File: config.mk
export PLATFORM = sky130hd
export DESIGN_NAME = pll_bringup_seq
export DESIGN_NICKNAME = d
export VERILOG_FILES = /design/src/rtl/pll_bringup_seq.sv
export SDC_FILE = /design/constraint.sdc
export NUM_CORES = 1
export LEC_CHECK = 0
export ABC_CLOCK_PERIOD_IN_PS = 2300
export CORE_MARGIN = 1.5
export CORE_UTILIZATION = 55
export CTS_CLUSTER_SIZE = 12
export DETAILED_ROUTE_END_ITERATION = 10
export PLACE_DENSITY = 0.77
export SETUP_SLACK_MARGIN = 0.1
export SLEW_MARGIN = 5
export SYNTH_ARGS = -nofsm -noshare
export SYNTH_HDL_FRONTEND = slang
export SYNTH_SLANG_ARGS = --single-unit
File: constraint.sdc
create_clock -name clk -period 2.3 [get_ports clk]
set_input_delay 0.345 -clock clk [delete_from_list [all_inputs] [get_ports clk]]
set_output_delay 0.345 -clock clk [all_outputs]
set_load 0.05 [all_outputs]
File: src/rtl/pll_bringup_seq.sv
// ---------------------------------------------------------------------------
// pll_bringup_seq
//   Sequences PLL bring-up and reconfiguration, and drives the system clock
//   mux select. While the PLL divider changes or the PLL settles, the PLL is
//   held in reset and the mux selects the external clock. The mux is handed
//   to the PLL only after the guard, reset and settle intervals have elapsed.
//   Runs on clk_ext, which is free-running and never the muxed system clock.
//
// Ports
//   clk          in   reference clock (clk_ext domain)
//   rst          in   asynchronous reset, active-high
//   cfg_valid    in   configuration request valid
//   cfg_ready    out  request accepted when cfg_valid & cfg_ready
//   cfg_en       in   1 = run PLL with cfg_div, 0 = shut PLL down
//   cfg_div      in   requested PLL divider select
//   pll_rst_n    out  PLL reset, active-low
//   pll_div_sel  out  PLL divider select
//   clk_sel      out  clock mux select: 0 = clk_ext, 1 = pll_clk
//   busy         out  sequence in progress
//   done         out  one-cycle pulse on entry to IDLE (from SW_OFF) or RUN
// ---------------------------------------------------------------------------
module pll_bringup_seq #(
    parameter int unsigned GUARD_CYCLES  = 8,
    parameter int unsigned RST_CYCLES    = 16,
    parameter int unsigned SETTLE_CYCLES = 4096,
    parameter int unsigned CNT_W         = 16,
    parameter logic [3:0]  DEFAULT_DIV   = 4'd0
) (
    input  logic       clk,
    input  logic       rst,
    input  logic       cfg_valid,
    output logic       cfg_ready,
    input  logic       cfg_en,
    input  logic [3:0] cfg_div,
    output logic       pll_rst_n,
    output logic [3:0] pll_div_sel,
    output logic       clk_sel,
    output logic       busy,
    output logic       done
);

    typedef enum logic [2:0] {
        S_IDLE,
        S_SW_OFF,
        S_PRST,
        S_SETTLE,
        S_SW_ON,
        S_RUN
    } state_t;

    // Terminal count of each wait state: a state lasting N cycles ends at N-1.
    localparam logic [CNT_W-1:0] GUARD_LAST  = CNT_W'(GUARD_CYCLES - 1);
    localparam logic [CNT_W-1:0] RST_LAST    = CNT_W'(RST_CYCLES - 1);
    localparam logic [CNT_W-1:0] SETTLE_LAST = CNT_W'(SETTLE_CYCLES - 1);

    state_t           state_q, state_d;
    logic [CNT_W-1:0] cnt_q, cnt_d;
    logic             en_q, en_d;
    logic [3:0]       div_q, div_d;
    logic             pll_rst_n_q, pll_rst_n_d;
    logic [3:0]       div_sel_q, div_sel_d;
    logic             clk_sel_q, clk_sel_d;
    logic             ready_q, ready_d;
    logic             busy_q, busy_d;
    logic             done_q, done_d;

    always_comb begin
        state_d     = state_q;
        cnt_d       = cnt_q + 1'b1;
        en_d        = en_q;
        div_d       = div_q;
        pll_rst_n_d = pll_rst_n_q;
        div_sel_d   = div_sel_q;
        clk_sel_d   = clk_sel_q;
        ready_d     = ready_q;
        busy_d      = busy_q;
        done_d      = 1'b0;

        case (state_q)
            S_IDLE, S_RUN: begin
                cnt_d = '0;
                // Every accepted request re-sequences, even an identical one.
                if (cfg_valid) begin
                    state_d   = S_SW_OFF;
                    en_d      = cfg_en;
                    div_d     = cfg_div;
                    clk_sel_d = 1'b0;
                    ready_d   = 1'b0;
                    busy_d    = 1'b1;
                end
            end
            S_SW_OFF: begin
                if (cnt_q == GUARD_LAST) begin
                    cnt_d       = '0;
                    pll_rst_n_d = 1'b0;
                    if (en_q) begin
                        state_d   = S_PRST;
                        // Divider only changes while the PLL is held in reset.
                        div_sel_d = div_q;
                    end else begin
                        state_d = S_IDLE;
                        ready_d = 1'b1;
                        busy_d  = 1'b0;
                        done_d  = 1'b1;
                    end
                end
            end
            S_PRST: begin
                if (cnt_q == RST_LAST) begin
                    cnt_d       = '0;
                    state_d     = S_SETTLE;
                    pll_rst_n_d = 1'b1;
                end
            end
            S_SETTLE: begin
                if (cnt_q == SETTLE_LAST) begin
                    cnt_d   = '0;
                    state_d = S_SW_ON;
                end
            end
            S_SW_ON: begin
                if (cnt_q == GUARD_LAST) begin
                    cnt_d     = '0;
                    state_d   = S_RUN;
                    clk_sel_d = 1'b1;
                    ready_d   = 1'b1;
                    busy_d    = 1'b0;
                    done_d    = 1'b1;
                end
            end
            default: begin
                state_d = S_IDLE;
                cnt_d   = '0;
            end
        endcase
    end

    always_ff @(posedge clk or posedge rst) begin
        if (rst) begin
            state_q     <= S_IDLE;
            cnt_q       <= '0;
            en_q        <= 1'b0;
            div_q       <= DEFAULT_DIV;
            pll_rst_n_q <= 1'b0;
            div_sel_q   <= DEFAULT_DIV;
            clk_sel_q   <= 1'b0;
            ready_q     <= 1'b1;
            busy_q      <= 1'b0;
            done_q      <= 1'b0;
        end else begin
            state_q     <= state_d;
            cnt_q       <= cnt_d;
            en_q        <= en_d;
            div_q       <= div_d;
            pll_rst_n_q <= pll_rst_n_d;
            div_sel_q   <= div_sel_d;
            clk_sel_q   <= clk_sel_d;
            ready_q     <= ready_d;
            busy_q      <= busy_d;
            done_q      <= done_d;
        end
    end

    assign cfg_ready   = ready_q;
    assign pll_rst_n   = pll_rst_n_q;
    assign pll_div_sel = div_sel_q;
    assign clk_sel     = clk_sel_q;
    assign busy        = busy_q;
    assign done        = done_q;

endmodule

; Yosys cells after proc, flatten, opt, wreduce, memory -nomap -nowiden
; Cells that the tools add are included.
[op_classes]
n_addsub = 1
n_eq_ne = 14
muxes = 28
n_reduce_logical = 12
[ops]
columns = op, n
row1 = $mux W16, 3
row2 = $pmux W16 S3, 1
row3 = $add A16 B1 Y16 const B, 1
row4 = $eq A16 B12 Y1 const B, 1
row5 = $eq A16 B3 Y1 const B, 1
row6 = $eq A16 B4 Y1 const B, 1
row7 = $mux W3, 5
row8 = $pmux W3 S5, 1
row9 = $mux W1, 12
row10 = $ne A2 B2 Y1 const B, 6
row11 = $reduce_and A5 Y1, 2
row12 = $reduce_and A3 Y1, 3
row13 = $eq A3 B2 Y1 const B, 2
row14 = $eq A3 B3 Y1 const B, 2
row15 = $pmux W1 S2, 3
row16 = $pmux W1 S3, 2
row17 = $reduce_bool A2 Y1, 2
row18 = $reduce_or A2 Y1, 2
row19 = $eq A3 B1 Y1 const B, 1
row20 = $logic_not A3 Y1, 1
row21 = $reduce_bool A3 Y1, 1
row22 = $mux W2, 1
row23 = $reduce_and A2 Y1, 1
[totals]
regBits = 33
in_bits = 8
output_inout_bits = 9
word_cells = 65

; Logic depth before layout (Yosys ltp)
[depth]
depth_word = 4
depth_mapped = 7

; Least setup slack after synthesis
; OpenSTA, ideal clock, no wires.
[synth_path]
path_kind = reg2reg
startpoint = register cnt_q[12]
endpoint = register state_q[0]
setup_ns = 0.128
arrival_ns = 1.874
t_required_ns = 2.172
path_slack_ns = 0.298
stages_incl_launch_ff = 6
path_buffers = 0
cell_sequence = dfrtp_1 > or4_4 > nor4_4 > o2bb2ai_2 > nor3_2 > mux2_1
[synth_via]
elab_chain_len = 3
elab_cells_between_ends = 8
classes_between = 7 x eq/ne / 1 x reduce/logical
[synth_lines]
columns = element, line
row1 = start: declaration, 57  ; logic [CNT_W-1:0] cnt_q, cnt_d;
row2 = start signal: assignment, 152  ; cnt_q <= cnt_d;
row3 = "$eq A16 B3 Y1, or another cell as far along", "93, 122"
row4 = $ne A2 B2 Y1 (no source line), -
row5 = $reduce_and A5 Y1 (no source line) (*), -
row6 = end signal: assignment, 151  ; state_q <= state_d;
row7 = end: declaration, 56  ; state_t state_q, state_d;
; Mark *: on every way between the ends. The rest lies on a longest branch, timed or not.
; A chain may end at the register's enable or synchronous reset.

; Final worst setup path
[layout_path]
startpoint = register cnt_q[8]
endpoint = register busy_q (netlist: busy)
[layout_via]
elab_chain_len = 3
elab_cells_between_ends = 4
classes_between = 3 x eq/ne / 1 x reduce/logical
[layout_lines]
columns = element, line
row1 = $eq A16 B3 Y1 (*), "93, 122"
row2 = $ne A2 B2 Y1 (no source line), -
row3 = $reduce_and A5 Y1 (no source line) (*), -
row4 = end signal: assignment, 159  ; busy_q <= busy_d;
row5 = end: declaration, 64  ; logic busy_q, busy_d;
; Marks and branches as above.

==> results.ini <==
[floorplanning]
io_pins=17
fp.dieH_um=57.55
start_util_pct=58.84
core_area_um2=2781
die_area_um2=3312
num_rows=19
fp.dieW_um=57.55

[detailed_routing]
drtIter0Drc=15
postRouteWirelength_um=2919
drt-vias-per-instance=5.696
ant_nets=0
drt_pass1_iterations=4
drc_errors=0
wire_per_inst_um=14.31
via_count=1162

[final_layout]
fillCellCount=226
antenna_cells=0
area_growth_pct=16.21
regArea_um2=827.0
nNetsFinal=181
multi_input_area_um2=779.5
fin_cells=204
drive_above_1_share_pct=19.08

[sta]
min_period_ps=2061
slew_headroom_pct=62.78
fmax_mhz=485.2
setup_viol=0
fin_worst_skew_ps=13.79
rsz0062_at_grt=false
hold_viol=0
setup_tns_ps=0
hold_ws_ps=367.8
slew_viol_final=0
timing.final.crit_share_pct=89.61
tightest_slew_ps=556.2

[yosys]
synthArstFlopShare_pct=100.0
syn_area_um2=1637
synthFlopType=dfrtp_1
yosys.area.top_type_share_pct=48.93
syn_nets=160
synth_cell_types=36
synth.area.top_cells=dfrtp_1, mux2_2, nor2_1
synthSimpleGateAreaFrac_pct=26.30
yosys_warnings=0
synth.area.mux_share_pct=7.492
yosysSeqAreaShare_pct=50.54
synth-seq-cells=33
synth_top_family_by_area=simple AND/OR/NAND/NOR gates
synth_cells=151
yosysMostFrequentCell=dfrtp_1
synthTopCellsByCount=dfrtp_1, nor2_1, mux2_2, xor2_1, xnor2_1
synth-compound-area-share_pct=5.046
synth_edf_count=0
synth_fa_ha_area_share_pct=0.7645
synth-xor-area-share_pct=8.028
yosysTopAreaCell=dfrtp_1
avgSynthCellArea_um2=10.84

[clocking]
cts.clk_slew.worst_paths_ps=100
root_buffer=clkbuf_4
cts_buffer_depth=2
clkSinkCount=33
cts_setup_buffers=0
insertion_delay_ps=340
h-tree-depth=2
cts_buffers=5
tritoncts=done
cts_resized=0
hold_buffers=0

[setup_path]
worstPathArrival_ps=2300
endpoint_kind=register
start_kind=register
cp_top_family=simple AND/OR/NAND/NOR gates
crit_required_ps=2540
crit_type=register to register
cp_cell_sequence=nor4_2 > and3_1 > a21oi_2 > or4_4 > a21o_1
critPathBufInv=0
critPathMaxFanout=7
slowest_stage=or4_4
cp_slowest_stage_delay_ps=530

[hold_path]
hold_path_class=primary input to asynchronous set/reset pin

[place]
dp_hpwl_um=2102
port_buffers=16
place_congestion=0.7291
placed_cells=196

[global_routing]
grt_remaining_overflow=0
first_global_vias=1220
grt_pass1_wl_um=5326
grt_usage_pct=21.18
grt_max_degree=34
antenna_found_initial=0

[pwr]
vdd_ir_drop_max_mv=1.011
power.leakage_nw=0.8272
power.density_nw_per_um2=1025

[outcome]
status=finished, final reports clean

[run]
cap_violations=0

-- metrics by stage --
step	utilization (%)	cell area [um^2]	worst slack, ps	power (mW)
after detailed placement	65.86	1832	211.2	1.597
after global routing	68.38	1902	147.2	2.078
after CTS	68.38	1902	198.9	1.970
after floorplan	-	1637	298.3	1.435
final	68.38	1902	239.1	1.949
after global placement	65.86	1832	267.7	1.568
-- final timing paths --
path | startpoint | end | slack [ps] | depth (start not counted)
setup / recovery | cnt_q[8]$_DFF_PP0_ | busy$_DFFE_PP0P_ | 240 | 5
hold / removal | rst | div_q[0]$_DFFE_PP0P_ | 370 | 3
setup reg to reg | cnt_q[8]$_DFF_PP0_ | busy$_DFFE_PP0P_ | 240 | 5
hold reg to reg | busy$_DFFE_PP0P_ | busy$_DFFE_PP0P_ | 500 | 1
max in group asynchronous | rst | cfg_ready$_DFFE_PP1P_ | 1600 | 3
min in group clk | busy$_DFFE_PP0P_ | busy$_DFFE_PP0P_ | 500 | 1
-- power breakdown --
| part | total, mW | switching (mW) | leakage (nW) | internal [mW] |
|---|---|---|---|---|
| clock network | 0.370 | 0.193 | 0.0413 | 0.177 |
| registers | 0.846 | 0.141 | 0.436 | 0.706 |
| logic | 0.733 | 0.418 | 0.349 | 0.315 |
-- area by class of cell --
class	count	share of cell area (%)
Clock inverter	1	0.2632
Timing Repair Buffer	18	9.211
Sequential cell	33	43.49
Tap cell	31	2.039
Multi-Input combinational cell	111	40.99
Clock buffer	7	3.421
Inverter	3	0.5921
-- flip-flops by register name (all words and copies together), names as in the netlist --
signal,flops
busy,1
cfg_ready,1
clk_sel,1
cnt_q,16
div_q,4
done,1
en_q,1
pll_div_sel,4
pll_rst_n,1
state_q,3
-- cell usage in the layout (no fill, tap or decap), types with 3 or more instances in the layout --
cell type         n
nand3_1           6
nand2b_1          5
o21ai_0           4
and3_1            5
clkdlybuf4s50_1  16
dfrtp_1          32
nor4_2            4
inv_1             3
xnor2_1           7
xor2_1            8
mux2_2            9
clkbuf_4          5
nand2_1           5
nand4_1           6
nor2_1           25
-- cells by family (layout without fill, tap and decap cells) --
| logic type | after synthesis | count (layout) |
|---|---|---|
| AND/OR/NAND/NOR | 72 | 72 |
| flip-flops | 33 | 33 |
| XOR/XNOR | 15 | 15 |
| AO/OA/AOI/OAI | 12 | 12 |
| multiplexers | 11 | 11 |
| buffers and inverters | 7 | 29 |
| adder cells (fa/ha/maj) | 1 | 1 |
-- layer usage --
layer	vias up	share of wire (%)	global-route usage (%)
li1	565	-	-
met1	576	45	26.47
met2	13	50	34.42
met3	8	2.4	4.762
met4	0	2.3	10.63
met5	-	0	0
-- worst register-to-register path: stages, from the launching register on --
cell and delay, ps:
dfrtp_1 480, nor4_2 390, and3_1 270, a21oi_2 120
or4_4 530, a21o_1 190
Power figures use the tool's default switching activity.
